--- src/rtl/mem_arbiter.sv ---
// mem_arbiter: two-port arbiter/sequencer for a single-ported fixed-latency memory.
// Define MEM_ARB_RR_EN for round-robin tie-break; otherwise port 0 has fixed priority.
module mem_arbiter #(
  parameter int AW = 32,
  parameter int DW = 32,
  parameter int LATENCY = 1
) (
  input  logic          clk,
  input  logic          reset,
  input  logic [1:0]    req,
  input  logic [1:0]    we,
  input  logic [AW-1:0] addr0,
  input  logic [AW-1:0] addr1,
  input  logic [DW-1:0] wdata0,
  input  logic [DW-1:0] wdata1,
  output logic [1:0]    ready,
  output logic [DW-1:0] rdata,
  output logic [1:0]    grant,
  output logic          busy,
  output logic          mem_en,
  output logic          mem_we,
  output logic [AW-1:0] mem_addr,
  output logic [DW-1:0] mem_wdata,
  input  logic [DW-1:0] mem_rdata
);
  typedef enum logic [1:0] {IDLE, ACCESS, WAIT, RESP} state_t;
  state_t        r_state;
  logic [3:0]    r_cnt;
  logic          r_win;
  logic          r_we;
  logic [AW-1:0] r_addr;
  logic [DW-1:0] r_wdata;
  logic [DW-1:0] r_rdata;
  logic [1:0]    r_ready;
  logic [1:0]    r_grant;
  logic          r_mem_en;
  logic          r_mem_we;
  logic          w_win;
`ifdef MEM_ARB_RR_EN
  logic          r_last;
  assign w_win = &req ? ~r_last : req[1];
`else
  assign w_win = ~req[0];
`endif
  assign ready     = r_ready;
  assign rdata     = r_rdata;
  assign grant     = r_grant;
  assign busy      = r_state != IDLE;
  assign mem_en    = r_mem_en;
  assign mem_we    = r_mem_we;
  assign mem_addr  = r_addr;
  assign mem_wdata = r_wdata;
  always_ff @(posedge clk) begin
    if (!reset) begin
      r_state  <= IDLE;
      r_cnt    <= '0;
      r_win    <= 1'b0;
      r_we     <= 1'b0;
      r_addr   <= '0;
      r_wdata  <= '0;
      r_rdata  <= '0;
      r_ready  <= '0;
      r_grant  <= '0;
      r_mem_en <= 1'b0;
      r_mem_we <= 1'b0;
`ifdef MEM_ARB_RR_EN
      r_last   <= 1'b1;
`endif
    end else begin
      case (r_state)
        IDLE: if (|req) begin
          r_win    <= w_win;
          r_we     <= we[w_win];
          r_addr   <= w_win ? addr1 : addr0;
          r_wdata  <= w_win ? wdata1 : wdata0;
          r_grant  <= w_win ? 2'b10 : 2'b01;
          r_mem_en <= 1'b1;
          r_mem_we <= we[w_win];
          r_state  <= ACCESS;
        end
        ACCESS: begin
          r_mem_en <= 1'b0;
          r_mem_we <= 1'b0;
          r_cnt    <= 4'(LATENCY);
          r_state  <= WAIT;
        end
        WAIT: begin
          r_cnt <= r_cnt - 4'd1;
          if (r_cnt == 4'd1) begin
            r_rdata <= r_we ? '0 : mem_rdata;
            r_ready <= r_win ? 2'b10 : 2'b01;
            r_state <= RESP;
          end
        end
        default: begin
          r_ready <= '0;
          r_grant <= '0;
          r_rdata <= '0;
`ifdef MEM_ARB_RR_EN
          r_last  <= r_win;
`endif
          r_state <= IDLE;
        end
      endcase
    end
  end
endmodule

--- config.mk ---
export PLATFORM = sky130hd
export DESIGN_NAME = mem_arbiter
export DESIGN_NICKNAME = d
export VERILOG_FILES = /design/src/rtl/mem_arbiter.sv
export SDC_FILE = /design/constraint.sdc
export NUM_CORES = 1
export LEC_CHECK = 0
export BUFFER_PORTS_ARGS = -buffer_cell sky130_fd_sc_hd__buf_4
export CORE_ASPECT_RATIO = 2
export CORE_MARGIN = 10
export CORE_UTILIZATION = 50
export CTS_BUF_LIST = sky130_fd_sc_hd__clkbuf_8
export CTS_CLUSTER_SIZE = 40
export DETAILED_ROUTE_END_ITERATION = 10
export PLACE_DENSITY = 0.88
export SLEW_MARGIN = 20
export SYNTH_ARGS = -nofsm -noshare
export SYNTH_HDL_FRONTEND = slang
export SYNTH_SLANG_ARGS = --single-unit
--- constraint.sdc ---
create_clock -name clk -period 3.5 [get_ports clk]
set_input_delay 0.525 -clock clk [delete_from_list [all_inputs] [get_ports clk]]
set_output_delay 0.525 -clock clk [all_outputs]
set_load 0.1 [all_outputs]
==> results.txt <==
- In this run the number of H-tree levels came out at 3.
* Last weighted congestion value of the routability-driven placer: 0.805
- The top cell types in the final layout, fill and taps aside, are 272 x sky130_fd_sc_hd__buf_4, 135 x sky130_fd_sc_hd__nand2_1, 110 x sky130_fd_sc_hd__dfxtp_1.
- For this run, the register share of the synthesized area comes to 44.5%.
- The number of hold-slack violations in the final timing report is 0.
- For this run, the post-layout net count is 913.
* Initial antenna violation count: 0
- TritonCTS clock tree: yes
- In this run, the number of DRC markers left after iteration 0 of detailed routing was 149.
- Smallest hold slack: 0.405 ns
- The total overflow left after global routing is 0.
- Detailed-route vias per instance: 5.23
- Total power for the finished layout comes to 6.42 mW.
* Via count of the routed design: 4595
- Setup Skew: 0.00582 ns
* Critical path launch point type: register
* Effective utilization at floorplan: 51.1%
* Relative area change from synthesis to final layout: 45.2%
- CP endpoint kind: register
* Die height: 161 microns
- Across the run, the number of max-cap violations was 0.
* Count of buffers from port buffering: 268
- Unrepaired setup endpoints after global routing: no
- Adding up every negative setup slack in the final design gives 0 ns.
- Crit Path Class: register to register
* Worst setup margin: 1.35 ns
- Final Util: 74.1%
- Count of endpoints failing setup in the final report: 0
- Multi-input gate area: 2470 sq um
* Final wirelength: 16.1 mm
- Number of cells produced by synthesis: 504
- After detailed routing, the average wire length per cell comes to 18.3 microns.
* Number of synthesized register bits: 110
- At the placement stage, the worst setup path has a slack of 1.37 ns.
* IO Count: 269
* Fin crit share: 61.5%
- 0 antenna diodes ended up in the layout.
- Once placement finished, the instance area stood at 6930 sq um.
* Maximum number of pins on one net before global-route repair: 115
* Standard-cell row count: 51
- Post-CTS setup-driven buffer insertion count: 0
- Number of buffers added to fix hold violations after cts: 0
- Net switching share of the total power: 54.0%
- In this run, flip-flops and latches consume 26.9% of the power.
- Ratio of cells with drive above 1 in the final layout: 39.2%
* First-pass iteration count of the detailed router: 4
* Worst hold path class: input pin to register
- Synthesized area divided by synthesized cell count: 9.83 sq um
- Leaving out fill and tap cells, the most frequent cell in the layout is sky130_fd_sc_hd__buf_4.
- Max Buffers Root-to-Sink: 2
- Leak: 4.09 nW
* Pwr per Cell Area: 893 nW/um^2
* Combinational cell fraction of total power: 59.6%
- Via count of the first global-routing pass: 4959
- In this run the worst path has a maximum fanout of 32.
- For this design the total switching power over the nets is 3.47 mW.
* Clock sink count: 110
- Of the total power, the clock network draws 13.4%.
- Leaving out filler cells and counting taps, the final layout contains 879.
- Tmin final: 2.15 ns
- Total internal power: 2.95 mW
- HPWL reported at the end of detailed placement: 12.8 mm
- Worst rel slew slack: 28.7%
* Outcome: finished clean
* Final Max Slew Viols: 0
- Worst-margin pin slew: 1.07 ns
- Clock latency on the worst-skew pair: 0.36 ns
- The die is 90.4 microns wide.
* Clock transition at the registers of the reported paths: 0.10 ns
- Synthesis produced a netlist with a net count of 675.
- Counting the fill cells in the layout gives 713.
- Number of distinct library cells after synthesis: 32
- Data required time at the worst endpoint: 3.78 ns
* DRC: 0
- In this run the remaining antenna-violating nets after routing total 0.
* Register cell area after layout: 2200 sq um
- Core Footprint: 9700 sq um
- Static timing analysis puts the maximum clock frequency at 0.465 GHz.
* Placed Cells incl. Taps: 862
- Post-synthesis instance area: 4950 sq um
- Number of warnings issued by yosys: 0
* Root Buffer Master: sky130_fd_sc_hd__clkbuf_8
- Data arrives at the worst endpoint at 2.43 ns.
* Summed area of non-filler cells in the final layout: 7190 sq um
- In this run, CTS created clock tree buffers numbering 9.
* Max IR drop VDD: 0.634 mV
- Wire length of the first global-routing pass: 24.6 mm
- Area of the die: 14500 sq um
- In this run, post-CTS repair resized a total of 0 instances.
* Combined global-route utilization of all metal layers: 20.6%
## layout make-up
class                   instances  share of cell area (%)
inverters                       8                   0.418
repair buffers                274                    29.1
clock buffers                  11                    2.11
clock inverters                 5                    1.13
multi-input cells             339                    34.4
flip-flops and latches        110                    30.6
well taps                     132                    2.30
## logic make-up (layout without fill, tap and decap cells)
family,after synthesis,after routing,share of synthesized area [%]
compound gates,85,85,16.0
fa+ha+maj,5,5,1.26
buf+inv,55,298,5.84
flops,110,110,44.5
mux,100,100,20.2
simple gates,149,149,12.2
## worst max-delay path, stage by stage (launching register included)
cell                      delay (ns)
sky130_fd_sc_hd__dfxtp_1        0.34
sky130_fd_sc_hd__inv_1          0.08
sky130_fd_sc_hd__ha_1           0.35
sky130_fd_sc_hd__and3b_1        0.94
sky130_fd_sc_hd__nand2_1        0.17
sky130_fd_sc_hd__mux2i_1        0.20
## worst paths after layout
path	start	to	slack (ns)	depth (start not counted)
min reg2reg	ready[1]$_SDFFE_PN0P_	ready[1]$_SDFFE_PN0P_	0.47	2
max	r_state[0]$_SDFFE_PN0P_	rdata[5]$_SDFFE_PN0P_	1.35	5
min	mem_rdata[30]	rdata[30]$_SDFFE_PN0P_	0.40	3
max reg2reg	r_state[0]$_SDFFE_PN0P_	rdata[5]$_SDFFE_PN0P_	1.35	5
## synth_stat cells
cell                         n  area (sq um)
sky130_fd_sc_hd__o21ai_1     6          30.0
sky130_fd_sc_hd__a31oi_1     1          6.26
sky130_fd_sc_hd__or3b_1      1          8.76
sky130_fd_sc_hd__o211ai_1    1          7.51
sky130_fd_sc_hd__a32o_2      1          11.3
sky130_fd_sc_hd__o21a_1      1          7.51
sky130_fd_sc_hd__clkbuf_1   25          93.8
sky130_fd_sc_hd__nand3_1     2          10.0
sky130_fd_sc_hd__buf_2      15          75.1
sky130_fd_sc_hd__nor2b_1     2          12.5
sky130_fd_sc_hd__ha_1        5          62.6
sky130_fd_sc_hd__nand2_1   135           507
sky130_fd_sc_hd__and3b_1     2          17.5
sky130_fd_sc_hd__buf_12      3          60.1
sky130_fd_sc_hd__buf_1       1          3.75
sky130_fd_sc_hd__nand4b_1    1          8.76
sky130_fd_sc_hd__dfxtp_1   110          2200
sky130_fd_sc_hd__nand3b_1    1          7.51
sky130_fd_sc_hd__o22ai_1     1          6.26
sky130_fd_sc_hd__mux2i_1   100          1000
sky130_fd_sc_hd__or3_1       1          6.26
sky130_fd_sc_hd__buf_6       1          11.3
sky130_fd_sc_hd__o211a_1    66           661
sky130_fd_sc_hd__a21boi_1    3          22.5
sky130_fd_sc_hd__and2_1      1          6.26
sky130_fd_sc_hd__buf_4       2          15.0
sky130_fd_sc_hd__a211o_1     1          8.76
sky130_fd_sc_hd__a21oi_1     2          10.0
sky130_fd_sc_hd__inv_1       8          30.0
sky130_fd_sc_hd__o221a_1     2          22.5
sky130_fd_sc_hd__nor3b_1     2          15.0
sky130_fd_sc_hd__nor3_1      1          5.00
## flip-flops by register name, summed over array words and instances, names as in the netlist
register and flops:
mem_addr 32, r_state 2, mem_wdata 32, mem_we 1, ready 2, r_we 1, rdata 32, grant 2
r_cnt 4, r_win 1, mem_en 1
## power groups by stage
stage	Combinational (mW)	Clock [mW]	Sequential (mW)
floorplan	1.15	0	3.69
global placement	3.79	0	1.73
detailed placement	3.85	0	1.75
CTS	3.85	0.881	1.73
global route	3.99	0.922	1.76
finish	3.83	0.863	1.73
## metal layers
metal  global-route usage (%)  wire length [microns]  part of all wire [%]
met1                     19.9                   5910                    37
met2                     37.7                   8490                    53
met3                     6.77                   1100                   6.8
met4                     10.5                    596                   3.7
met5                        0                      0                     0
(Power assumes the default switching activity.)
